### src/rtl/mc_control_pkg.sv
// Shared constants for the TSC multi-cycle controller: ISA opcodes/funcs, ALU ops,
// controller state encoding and the bundled strobe record.
package mc_control_pkg;

    localparam int unsigned opcode_length    = 4;
    localparam int unsigned func_code_length = 6;

    localparam logic [opcode_length-1:0] OPCODE_ADI   = 4'd4;
    localparam logic [opcode_length-1:0] OPCODE_LHI   = 4'd6;
    localparam logic [opcode_length-1:0] OPCODE_LWD   = 4'd7;
    localparam logic [opcode_length-1:0] OPCODE_SWD   = 4'd8;
    localparam logic [opcode_length-1:0] OPCODE_JMP   = 4'd9;
    localparam logic [opcode_length-1:0] OPCODE_RTYPE = 4'd15;

    localparam logic [func_code_length-1:0] FUNC_ADD = 6'd0;
    localparam logic [func_code_length-1:0] FUNC_WWD = 6'd28;
    localparam logic [func_code_length-1:0] FUNC_HLT = 6'd29;

    localparam logic [3:0] OP_ADD = 4'b0000;
    localparam logic [3:0] OP_ID  = 4'b1000;
    localparam logic [3:0] OP_LHI = 4'b1001;

    typedef enum logic [2:0] {
        S_IF   = 3'd0,
        S_ID   = 3'd1,
        S_EX   = 3'd2,
        S_MEM  = 3'd3,
        S_WB   = 3'd4,
        S_HALT = 3'd5
    } state_t;

    typedef struct packed {
        logic       readM;
        logic       writeM;
        logic       IorD;
        logic       IRWrite;
        logic       PCWrite;
        logic       PCSrc;
        logic       RegWrite;
        logic       RegDst;
        logic       ALUSrc;
        logic       MemtoReg;
        logic [3:0] ALUOperation;
        logic       isWWD;
    } strobes_t;

endpackage

### src/rtl/mc_control_decode.sv
// Combinational decode of (state, latched opcode/func, memory completion) into
// datapath strobes, next state and the retire pulse.
module mc_control_decode
    import mc_control_pkg::*;
(
    input  state_t                      state,
    input  logic [opcode_length-1:0]    opcode,
    input  logic [func_code_length-1:0] func_code,
    input  logic                        inputReady,
    output strobes_t                    strobes,
    output state_t                      next_state,
    output logic                        retire
);

    logic is_rtype, is_add, is_lwd, is_swd, is_lhi;

    assign is_rtype = (opcode == OPCODE_RTYPE);
    assign is_add   = is_rtype && (func_code == FUNC_ADD);
    assign is_lwd   = (opcode == OPCODE_LWD);
    assign is_swd   = (opcode == OPCODE_SWD);
    assign is_lhi   = (opcode == OPCODE_LHI);

    always_comb begin
        strobes    = '0;
        next_state = state;
        retire     = 1'b0;
        case (state)
            S_IF: begin
                strobes.readM = 1'b1;
                if (inputReady) begin
                    strobes.IRWrite = 1'b1;
                    strobes.PCWrite = 1'b1;
                    next_state      = S_ID;
                end
            end
            S_ID: begin
                if (opcode == OPCODE_JMP) begin
                    strobes.PCWrite = 1'b1;
                    strobes.PCSrc   = 1'b1;
                    retire          = 1'b1;
                    next_state      = S_IF;
                end else if (is_rtype) begin
                    case (func_code)
                        FUNC_WWD: begin
                            strobes.isWWD        = 1'b1;
                            strobes.ALUOperation = OP_ID;
                            retire               = 1'b1;
                            next_state           = S_IF;
                        end
                        FUNC_HLT: next_state = S_HALT;
                        FUNC_ADD: next_state = S_EX;
                        default: begin
                            retire     = 1'b1;
                            next_state = S_IF;
                        end
                    endcase
                end else if (opcode == OPCODE_ADI || is_lhi || is_lwd || is_swd) begin
                    next_state = S_EX;
                end else begin
                    retire     = 1'b1;
                    next_state = S_IF;
                end
            end
            S_EX: begin
                strobes.ALUOperation = is_lhi ? OP_LHI : OP_ADD;
                strobes.ALUSrc       = !is_add;
                next_state           = (is_lwd || is_swd) ? S_MEM : S_WB;
            end
            S_MEM: begin
                strobes.IorD   = 1'b1;
                strobes.readM  = is_lwd;
                strobes.writeM = is_swd;
                if (inputReady) begin
                    if (is_lwd) begin
                        next_state = S_WB;
                    end else begin
                        retire     = 1'b1;
                        next_state = S_IF;
                    end
                end
            end
            S_WB: begin
                strobes.RegWrite = 1'b1;
                strobes.RegDst   = is_add;
                strobes.MemtoReg = is_lwd;
                retire           = 1'b1;
                next_state       = S_IF;
            end
            S_HALT: next_state = S_HALT;
            default: next_state = S_IF;
        endcase
    end

endmodule

### src/rtl/mc_control.sv
// TSC multi-cycle sequencing controller: state register, sticky halt flag and
// retired-instruction counter around the combinational decode.
module mc_control
    import mc_control_pkg::*;
#(
    parameter int unsigned CNT_W = 16
) (
    input  logic                        clk,
    input  logic                        reset_n,
    input  logic [opcode_length-1:0]    opcode,
    input  logic [func_code_length-1:0] func_code,
    input  logic                        inputReady,
    output logic                        readM,
    output logic                        writeM,
    output logic                        IorD,
    output logic                        IRWrite,
    output logic                        PCWrite,
    output logic                        PCSrc,
    output logic                        RegWrite,
    output logic                        RegDst,
    output logic                        ALUSrc,
    output logic                        MemtoReg,
    output logic [3:0]                  ALUOperation,
    output logic                        isWWD,
    output logic                        halted,
    output logic [CNT_W-1:0]            num_inst
);

    state_t   state, next_state;
    strobes_t strobes;
    logic     retire;

    // Masking completion with reset keeps IRWrite/PCWrite low while reset holds S_IF.
    mc_control_decode u_decode (
        .state      (state),
        .opcode     (opcode),
        .func_code  (func_code),
        .inputReady (inputReady & reset_n),
        .strobes    (strobes),
        .next_state (next_state),
        .retire     (retire)
    );

    always_ff @(posedge clk or negedge reset_n) begin
        if (!reset_n) begin
            state    <= S_IF;
            halted   <= 1'b0;
            num_inst <= '0;
        end else begin
            state <= next_state;
            if (next_state == S_HALT) halted <= 1'b1;
            if (retire) num_inst <= num_inst + CNT_W'(1);
        end
    end

    assign readM        = strobes.readM;
    assign writeM       = strobes.writeM;
    assign IorD         = strobes.IorD;
    assign IRWrite      = strobes.IRWrite;
    assign PCWrite      = strobes.PCWrite;
    assign PCSrc        = strobes.PCSrc;
    assign RegWrite     = strobes.RegWrite;
    assign RegDst       = strobes.RegDst;
    assign ALUSrc       = strobes.ALUSrc;
    assign MemtoReg     = strobes.MemtoReg;
    assign ALUOperation = strobes.ALUOperation;
    assign isWWD        = strobes.isWWD;

endmodule

### config.mk
export PLATFORM = sky130hd
export DESIGN_NAME = mc_control
export DESIGN_NICKNAME = d
export VERILOG_FILES = /design/src/rtl/mc_control_pkg.sv /design/src/rtl/mc_control_decode.sv /design/src/rtl/mc_control.sv
export SDC_FILE = /design/constraint.sdc
export NUM_CORES = 1
export LEC_CHECK = 0
export CAP_MARGIN = 30
export CORE_UTILIZATION = 35
export CTS_BUF_LIST = sky130_fd_sc_hd__clkbuf_8
export DETAILED_ROUTE_END_ITERATION = 12
export PLACE_DENSITY = 0.65
export SLEW_MARGIN = 0
export SYNTH_ARGS = -nofsm -noshare
export SYNTH_HDL_FRONTEND = slang
export SYNTH_HIERARCHICAL = 1
export SYNTH_SLANG_ARGS = --single-unit
export TNS_END_PERCENT = 100
### constraint.sdc
create_clock -name clk -period 3.9 [get_ports clk]
set_clock_uncertainty 0.15 [all_clocks]
set_input_delay 0.39 -clock clk [delete_from_list [all_inputs] [get_ports clk]]
set_output_delay 0.39 -clock clk [all_outputs]
set_load 0.01 [all_outputs]
==> impl_results.md, run 1 <==
- Slew of the pin with the lowest slew margin: 629 ps
- Crit start category: primary input
- Starting DRT DRC Count: 36
- Crit path buf inv count: 2
- Crit-path max FO: 7
- Commonest non-fill, non-tap cell in the layout: clkdlybuf4s50_1
- Via count: 1062
- Std-Cell Rows: 21
- Status: finished, final reports clean
- Minimum clock period: 2880 ps
- Final setup TNS: 0 ps
- Global-route wire length before repair: 4260 µm
- Synth Area per Inst: 9.70 µm²
- Fill count: 328
- Clk slew on worst S/H paths: 70 ps
- # port buffers: 42
- Lkg Pwr: 0.724 nW
- GPL Wtd Cong: 0.856
- Routed WL per cell: 12.6 µm
- Min-Delay Path Class: register to register
- Bufs on Longest Clock Path: 2
- Crit path max-delay family: buffers and inverters
- Io pins: 45
- Worst-path cell chain: clkdlybuf4s50_1 -> and4bb_2 -> nand3_2 -> nor4_4 -> or2_1 -> clkdlybuf4s50_1
- Die width: 61.1 µm
- Placeable Area: 3340 µm²
- Final period util: 73.8%
- Post-Route WL: 2700 µm
- Pwr Density: 450 nW/µm²
- Hold-fix buffers, CTS: 0
- RSZ-0062 raised after global routing: no
- Global Route Usage Sum: 15.4%
- Worst endpoint required time: 3360 ps
- Worst setup margin: 1020 ps
- Largest net degree at the start of global routing: 21
- Initial antenna violation count: 0
- Die H: 61.1 µm
- Largest stage delay, worst path: 580 ps
- # H-tree levels: 1
- CTS-repair resized insts: 0
- Clock root cell: clkbuf_8
- Mapped cell area: 1220 µm²
- Max Cap Violations: 0
- Sink Count: 20
- # nets final: 184
- Drt pass-1 iters: 4
- CP arrival: 2340 ps
- Layout cells sized above 1: 12.4%
- Die area: 3730 µm²
- Sequential area share after synthesis: 40.9%
- TritonCTS clock tree: yes
- Number of global-route vias before repair: 972
- Diode count: 0
- CP max stage cell: clkdlybuf4s50_1
- Worst setup EP type: primary output
- Worst slew margin: 57.9%
- Final setup vio count: 0
- Synth cell types: 46
- Max Slew Vio Count: 0
- CP most frequent cell: clkdlybuf4s50_1
- Worst skew pair latency: 250 ps
- Area Growth Syn to Fin: 42.2%
- Remaining DRCs: 0
- Fin. Hold Viols: 0
- Total CTS buffers: 3
- Final HPWL DP: 2050 µm
- Mapped Cells: 126
- Initial core utilization: 36.6%
- #FFs+latches synth: 20
- Overflow after GRT: 0
- Synth warn: 6
- Max Clk Rate: 0.348 GHz
- DP Worst Slack: 927 ps
- Critical path type: primary input to primary output
- IR drop worst, VDD: 0.242 mV
- Number of vias per cell: 4.94
- Detail Route Antenna Nets: 0
- Post-CTS setup buffers: 0
- Commonest non-fill, non-tap cells in the layout: 42 x clkdlybuf4s50_1, 20 x dfrtp_1, 13 x nand2_1
==> kinds of logic after synthesis <==
logic type                 count (synthesis)  share of synthesized area [%]
DFF                                       20                           40.9
muxes                                      1                          0.921
and+or+nand+nor                           61                           32.0
buffers and inverters                     12                           4.50
adders and majority gates                  1                           1.02
xor gates and xnor gates                  15                           10.7
AOI/OAI and AO/OA                         15                           9.52
other                                      1                          0.307
==> sequential cells by signal, indices dropped and copies added, names as in the netlist <==
signal    flops
halted        1
state         3
num_inst     16
==> stage by stage <==
| stage | hold slack (ps) | total power, W | utilization (%) | instance area (µm²) | std cells |
|---|---|---|---|---|---|
| floorplan | -55.6 | 0.000487 | - | 1230 | 127 |
| global placement | 311 | 0.000633 | 50.4 | 1680 | 211 |
| detailed placement | 313 | 0.000636 | 50.4 | 1680 | 211 |
| CTS | 329 | 0.000792 | 52.1 | 1740 | 215 |
| global route | 336 | 0.000832 | 52.1 | 1740 | 215 |
| finish | 322 | 0.000782 | 52.1 | 1740 | 215 |
==> cell type report <==
cell class              instances  area [µm²]  area share (%)
flip-flops and latches         20         500            28.8
repair buffers                 43         428            24.6
clock buffers                   4        55.1            3.17
well taps                      46        57.6            3.31
inverters                       7        26.3            1.51
multi-input cells              95         671            38.6
==> path summary, 6_finish.rpt <==
kind	start	to	slack, ps	cells after the start
setup / recovery	opcode[1]	ALUOperation[3]	1020	6
hold / removal	halted	halted	320	1
setup reg to reg	state[2]	num_inst[9]	1340	8
hold reg to reg	halted	halted	320	1
max in group asynchronous	reset_n	state[0]	3000	2
min in group asynchronous	reset_n	num_inst[15]	400	2
==> layer usage <==
| metal | wire length [µm] | track usage (%) |
|---|---|---|
| met1 | 1230 | 18.5 |
| met2 | 1300 | 27.3 |
| met3 | 132 | 2.52 |
| met4 | 35 | 6.49 |
| met5 | 0 | 0 |
==> cell usage after synthesis, drive strengths merged <==
master / n / area share [%]
dfrtp: 20 / 41
nand2: 13 / 4.0
nor2: 12 / 3.7
xnor2: 10 / 7.2
nand4: 8 / 5.3
inv: 7 / 2.1
nand3: 7 / 3.3
o21ai: 6 / 3.1
xor2: 5 / 3.6
and3: 3 / 1.6
buf: 3 / 1.6
nor3: 3 / 2.6
a21oi: 2 / 0.82
clkbuf: 2 / 0.72
nor3b: 2 / 1.2
nor4: 2 / 2.8
o221ai: 2 / 1.9
or2: 2 / 1.0
a211o: 1 / 0.72
a31o: 1 / 0.72
a41o: 1 / 0.92
and2: 1 / 0.51
and2b: 1 / 0.61
and4: 1 / 0.72
and4bb: 1 / 1.0
conb: 1 / 0.31
ha: 1 / 1.0
mux2: 1 / 0.92
nand2b: 1 / 0.72
nand3b: 1 / 0.61
nand4b: 1 / 0.72
nor4b: 1 / 0.72
o211ai: 1 / 0.61
o31a: 1 / 0.72
or3b: 1 / 0.92
==> where the power goes <==
group	leakage [nW]	switching (W)	total, W	internal [W]
Clock	0.0288	0.0000624	0.000152	0.0000896
Sequential	0.265	0.0000690	0.000321	0.000252
Combinational	0.430	0.000140	0.000309	0.000170
(Power assumes the default switching activity.)
==> inputs of run 2 (changes only) <==
- PLACE_DENSITY: 0.65 -> 0.68
- clock period: 3.9 -> 2.4 ns (I/O delays scaled with it)
==> impl_results.md, run 2 (synthesized netlist as in run 1, its figures left out) <==
- TritonCTS clock tree: yes
- Critical path type: primary input to primary output
- Die H: 61.1 µm (unchanged)
- Switch share: 33.3% (-1.4 points)
- Routed WL per cell: 13.1 µm (+4.3%)
- Largest registers: num_inst x16, state x3, halted x1
- Die area: 3730 µm² (unchanged)
- Total power: 0.00146 W (+87%)
- Largest net degree at the start of global routing: 21 (unchanged)
- Combinational Power Share: 42.9% (+3.4 points)
- Via count: 1171 (+10%)
- Clk slew on worst S/H paths: 70 ps (about the same)
- Placeable Area: 3340 µm² (unchanged)
- Io pins: 45 (unchanged)
- Min-Delay Path Class: primary input to async pin
- # H-tree levels: 1 (unchanged)
- Commonest non-fill, non-tap cell in the layout: clkdlybuf4s50_1
- Worst skew pair latency: 260 ps (about the same)
- Remaining DRCs: 0 (unchanged)
- CP arrival: 1890 ps (-450 ps)
- Bufs on Longest Clock Path: 2 (unchanged)
- Clock Power Share: 22.9% (+3.5 points)
- Final setup vio count: 0 (unchanged)
- Status: finished, final reports clean
- # port buffers: 42 (unchanged)
- Initial core utilization: 36.6% (unchanged)
- R2r setup slk: 230 ps (-1110 ps)
- Starting DRT DRC Count: 43 (+19%)
- Worst endpoint required time: 2010 ps (-1350 ps)
- Worst setup EP type: primary output
- Clock root cell: clkbuf_8
- Register area: 500 µm² (unchanged)
- Sink Count: 20 (unchanged)
- Die width: 61.1 µm (unchanged)
- Final period util: 94.9%
- Sequential power share: 34.2% (-6.8 points)
- Max Clk Rate: 0.439 GHz
- Total CTS buffers: 3 (unchanged)
- Multi-input logic area: 684 µm² (+2.1%)
- Final HPWL DP: 2400 µm (+17%)
- # nets final: 206 (+12%)
- Fin. Hold Viols: 0 (unchanged)
- IR drop worst, VDD: 0.467 mV (+93%)
- Switch Pwr: 0.000486 W (+79%)
- Max Cap Violations: 0 (unchanged)
- Post-placement cell count: 231 (+9.5%)
- Fill count: 308 (-6.1%)
- Layout cells sized above 1: 23.6% (+11 points)
- Global Route Usage Sum: 18.3% (+2.8 points)
- Max Slew Vio Count: 0 (unchanged)
- Commonest non-fill, non-tap cells in the layout: 36 x clkdlybuf4s50_1, 23 x buf_4, 20 x dfrtp_1
- Number of global-route vias before repair: 1143 (+18%)
- Max FFs per register: 16 (unchanged)
- Number of vias per cell: 4.94 (about the same)
- Hold_ws: 201 ps (-121 ps)
- Diode count: 0 (unchanged)
- P_int: 0.000974 W (+91%)
- Cell Count, Final, Fillers Out: 237 (+10%)
- Crit start category: primary input
- RSZ-0062 raised after global routing: no
- Area Growth Syn to Fin: 58.1%
- Minimum clock period: 2280 ps
- Lkg Pwr: 0.884 nW (+22%)
- Overflow after GRT: 0 (unchanged)
- Top reg by flops: num_inst
- Drt pass-1 iters: 4 (unchanged)
- Crit-path max FO: 3 (-4)
- Global-route wire length before repair: 5080 µm (+19%)
- Std-Cell Rows: 21 (unchanged)
- Post-Route WL: 3100 µm (+15%)
- Pwr Density: 755 nW/µm² (+68%)
- GPL Wtd Cong: 0.889 (+3.8%)
- Detail Route Antenna Nets: 0 (unchanged)
- Initial antenna violation count: 0 (unchanged)
-- run 2: path summary, 6_finish.rpt --
path / from / end / cells past startpoint
max: func_code[0] / RegDst / 5
min: reset_n / num_inst[15] / 2
max reg2reg: state[2] / num_inst[13] / 9
min reg2reg: halted / halted / 1
max in group asynchronous: reset_n / num_inst[0] / 2
min in group clk: halted / halted / 1
-- run 2: area by class of cell --
type	instances	share of cell area [%]
multi-input cells	95	35.4
well taps	46	2.98
repair buffers	65	30.7
inverters	7	1.36
clock inverters	1	1.55
clock buffers	3	2.14
flip-flops and latches	20	25.9
-- run 2: metrics by stage --
stage / worst slack, ps / TNS, ps / cell area (µm²) / utilization (%)
floorplan: 87.3 / 0 / 1230 / -
global placement: -59.1 / -214 / 1830 / 54.9
detailed placement: -119 / -606 / 1830 / 54.9
CTS: 3.32 / 0 / 1910 / 57.2
global route: 2.63 / 0 / 1930 / 57.9
finish: 121 / 0 / 1930 / 57.9
-- run 2: power by group through the flow --
stage          combinational, W  sequential (W)  clock [W]
6_report               0.000626        0.000500   0.000334
3_3_place_gp           0.000605        0.000501          0
5_1_grt                0.000674        0.000514   0.000348
2_1_floorplan          0.000270        0.000522          0
4_1_cts                0.000627        0.000504   0.000340
3_5_place_dp           0.000625        0.000509          0
-- run 2: worst max-delay path, stage by stage --
cell             delay, ps
clkdlybuf4s50_1        470
nor4_4                 340
buf_4                  170
and3_1                 140
clkdlybuf4s50_1        530
-- run 2: what timing repair did --
item                       CTS  global route
hold endpoints to repair     0             0
resized for setup            5             5
pin swaps                    1             5
setup endpoints to repair    3             5
setup buffers                1             1
hold buffers                 0             0
-- run 2: routing by layer --
layer,GRT usage (%),vias up,share of wire [%]
li1,-,570,-
met3,3.57,7,6.0
met4,6.17,0,1.4
met5,0,-,0
met1,22.0,548,43
met2,32.5,46,49
==> inputs of run 3 (changes only) <==
- DONT_BUFFER_PORTS: unset -> 1
- PLACE_DENSITY: 0.68 -> unset
==> impl_results.md, run 3 (synthesized netlist as in run 1, its figures left out) <==
- Sink Count: 20 (unchanged)
- CP arrival: 2260 ps (+370 ps)
- GR peak layer: met2
- Overflow after GRT: 0 (unchanged)
- Post-Route WL: 2380 µm (-23%)
- Total power: 0.00114 W (-22%)
- Detail Route Antenna Nets: 0 (unchanged)
- Diode count: 0 (unchanged)
- M1 GR Usage: 17.4% (-4.6 points)
- Area Growth Syn to Fin: 12.6%
- Clk slew on worst S/H paths: 70 ps (about the same)
- CP max stage cell: dfrtp_1
- Die area: 3730 µm² (unchanged)
- GPL Wtd Cong: 0.844 (-5.1%)
- # H-tree levels: 1 (unchanged)
- Drt pass-1 iters: 4 (unchanged)
- Worst r2r dst: num_inst[9]
- Number of vias per cell: 5.35 (+8.3%)
- Remaining DRCs: 0 (unchanged)
- Largest registers: num_inst x16, state x3, halted x1
- Std-Cell Rows: 21 (unchanged)
- # nets final: 148 (-28%)
- Slew of the pin with the lowest slew margin: 869 ps
- Critical path depth: 8 (+3)
- Sequential power share: 47.0% (+13 points)
- R2r setup slk: 160 ps (-70 ps)
- Worst setup margin: 164 ps (+42.5 ps)
- Largest stage delay, worst path: 380 ps (-150 ps)
- Via count: 958 (-18%)
- Die H: 61.1 µm (unchanged)
- Commonest non-fill, non-tap cells in the layout: 20 x dfrtp_1, 13 x nand2_1, 12 x nor2_1
- Bufs on Longest Clock Path: 2 (unchanged)
- Largest net degree at the start of global routing: 21 (unchanged)
- Top reg by flops: num_inst
- Io pins: 45 (unchanged)
- Worst-path cell chain: and2b_2 -> nand2b_4 -> o31a_1 -> o211ai_1 -> nand4_4 -> nor3_4 -> and3_4 -> xor2_1
- Fin. Hold Viols: 0 (unchanged)
- Max Cap Violations: 0 (unchanged)
- CP Launch Point: state[2]
- Met3 Use GR: 2.52% (-1.1 points)
- Layout cells sized above 1: 21.1% (-2.5 points)
- Initial core utilization: 36.6% (unchanged)
- DP Worst Slack: 74.2 ps (+193 ps)
- Number of global-route vias before repair: 825 (-28%)
- Worst setup EP type: register
- Switch share: 37.0% (+3.8 points)
- Dpl cell area: 1290 µm² (-29%)
- Max Slew Vio Count: 0 (unchanged)
- Min-Delay Path Class: primary input to register
- Hold_ws: 112 ps (-88.9 ps)
- Die width: 61.1 µm (unchanged)
- Global-route wire length before repair: 3660 µm (-28%)
- Initial antenna violation count: 0 (unchanged)
- Crit start category: register
- Worst slew margin: 41.9%
- Critical path type: register to register
- GRT met2 Usage: 21.6% (-11 points)
- IR drop worst, VDD: 0.431 mV (-7.7%)
- Final HPWL DP: 1800 µm (-25%)
- Pwr Density: 831 nW/µm² (+10%)
- Commonest non-fill, non-tap cell in the layout: dfrtp_1
- FF-to-FF path depth: 8 (-1)
- Max FFs per register: 16 (unchanged)
- Worst skew pair latency: 250 ps (about the same)
- Crit-path max FO: 5 (+2)
- Global Route Usage Sum: 13.2% (-5.1 points)
- Hold path startpoint: opcode[0]
- Starting DRT DRC Count: 89 (+110%)
- Crit path max-delay family: simple AND/OR/NAND/NOR gates
- Clock root cell: clkbuf_8
- TritonCTS clock tree: yes
- Status: finished, final reports clean
- Max Clk Rate: 0.447 GHz (+1.9%)
- Final instance area: 1380 µm² (-29%)
- Routed WL per cell: 13.3 µm (+1.6%)
- Minimum clock period: 2240 ps (-42.5 ps)
- Final setup vio count: 0 (unchanged)
- Clock Power Share: 21.5% (-1.4 points)
- Combinational Power Share: 31.5% (-11 points)
- Total CTS buffers: 3 (unchanged)
- Worst r2r src: state[2]
- P_int: 0.000720 W (-26%)
- # port buffers: 0 (-100%)
- Worst endpoint required time: 2430 ps (+420 ps)
- Final period util: 93.2% (-1.8 points)
- Lkg Pwr: 0.602 nW (-32%)
- Placeable Area: 3340 µm² (unchanged)
- Switch Pwr: 0.000424 W (-13%)
- Crit path to: num_inst[9]
- Crit path buf inv count: 0 (-3)
[run 3: cell count changes in the layout (fill, tap and decap cells not counted), sizes merged, moves of 2 or more]
cell	delta
clkdlybuf4s50	-36
buf	-17
dlygate4sd2	-4
dlymetal6s2s	-2
[run 3: final cells by class]
type                    instances  area [µm²]
repair buffers                  7        55.1
clock buffers                   4        55.1
fillers                       342        1960
well taps                      46        57.6
inverters                       7        26.3
multi-input cells              95         682
flip-flops and latches         20         500
[run 3: power by group through the flow]
stage / clock (W) / sequential, W / combinational (W)
6_report: 0.000246 / 0.000538 / 0.000361
5_1_grt: 0.000267 / 0.000552 / 0.000407
2_1_floorplan: 0 / 0.000522 / 0.000270
4_1_cts: 0.000254 / 0.000539 / 0.000354
3_5_place_dp: 0 / 0.000545 / 0.000344
3_3_place_gp: 0 / 0.000544 / 0.000333
[run 3: per-layer routing]
| layer | share of wire (%) | wire length (µm) | up-vias |
|---|---|---|---|
| met5 | 0 | 0 | - |
| met4 | 0.63 | 15 | 0 |
| met3 | 6.5 | 156 | 2 |
| met2 | 50 | 1200 | 35 |
| met1 | 42 | 1010 | 468 |
| li1 | - | - | 453 |
[run 3: worst min-delay path by stage]
stage                        end  slack, ps  cells past startpoint
detailed placement   num_inst[8]       -210                      0
global route            state[1]        120                      3
finish                  state[1]        110                      3
CTS                     state[1]        110                      3
global placement    num_inst[10]       -210                      0
floorplan                 halted       -210                      0
[run 3: stage by stage]
stage	instances	util, %	setup TNS [ps]
2_1_floorplan	127	-	0
3_3_place_gp	173	38.7	0
3_5_place_dp	173	38.7	0
4_1_cts	178	40.7	0
5_1_grt	179	41.2	-7.58
6_report	179	41.2	0
[run 3: tightest hold or removal path, cell delays in order]
cell	delay, ps
o21ai_2	60
inv_1	60
o221ai_2	100
[run 3: timing repair]
item | 4_1_cts | 5_1_grt
setup buffers | 0 | 1
endpoints found under the hold margin | 20 | 0
hold buffers | 1 | 0
endpoints found under the setup margin | 0 | 6
resized for setup | 0 | 3
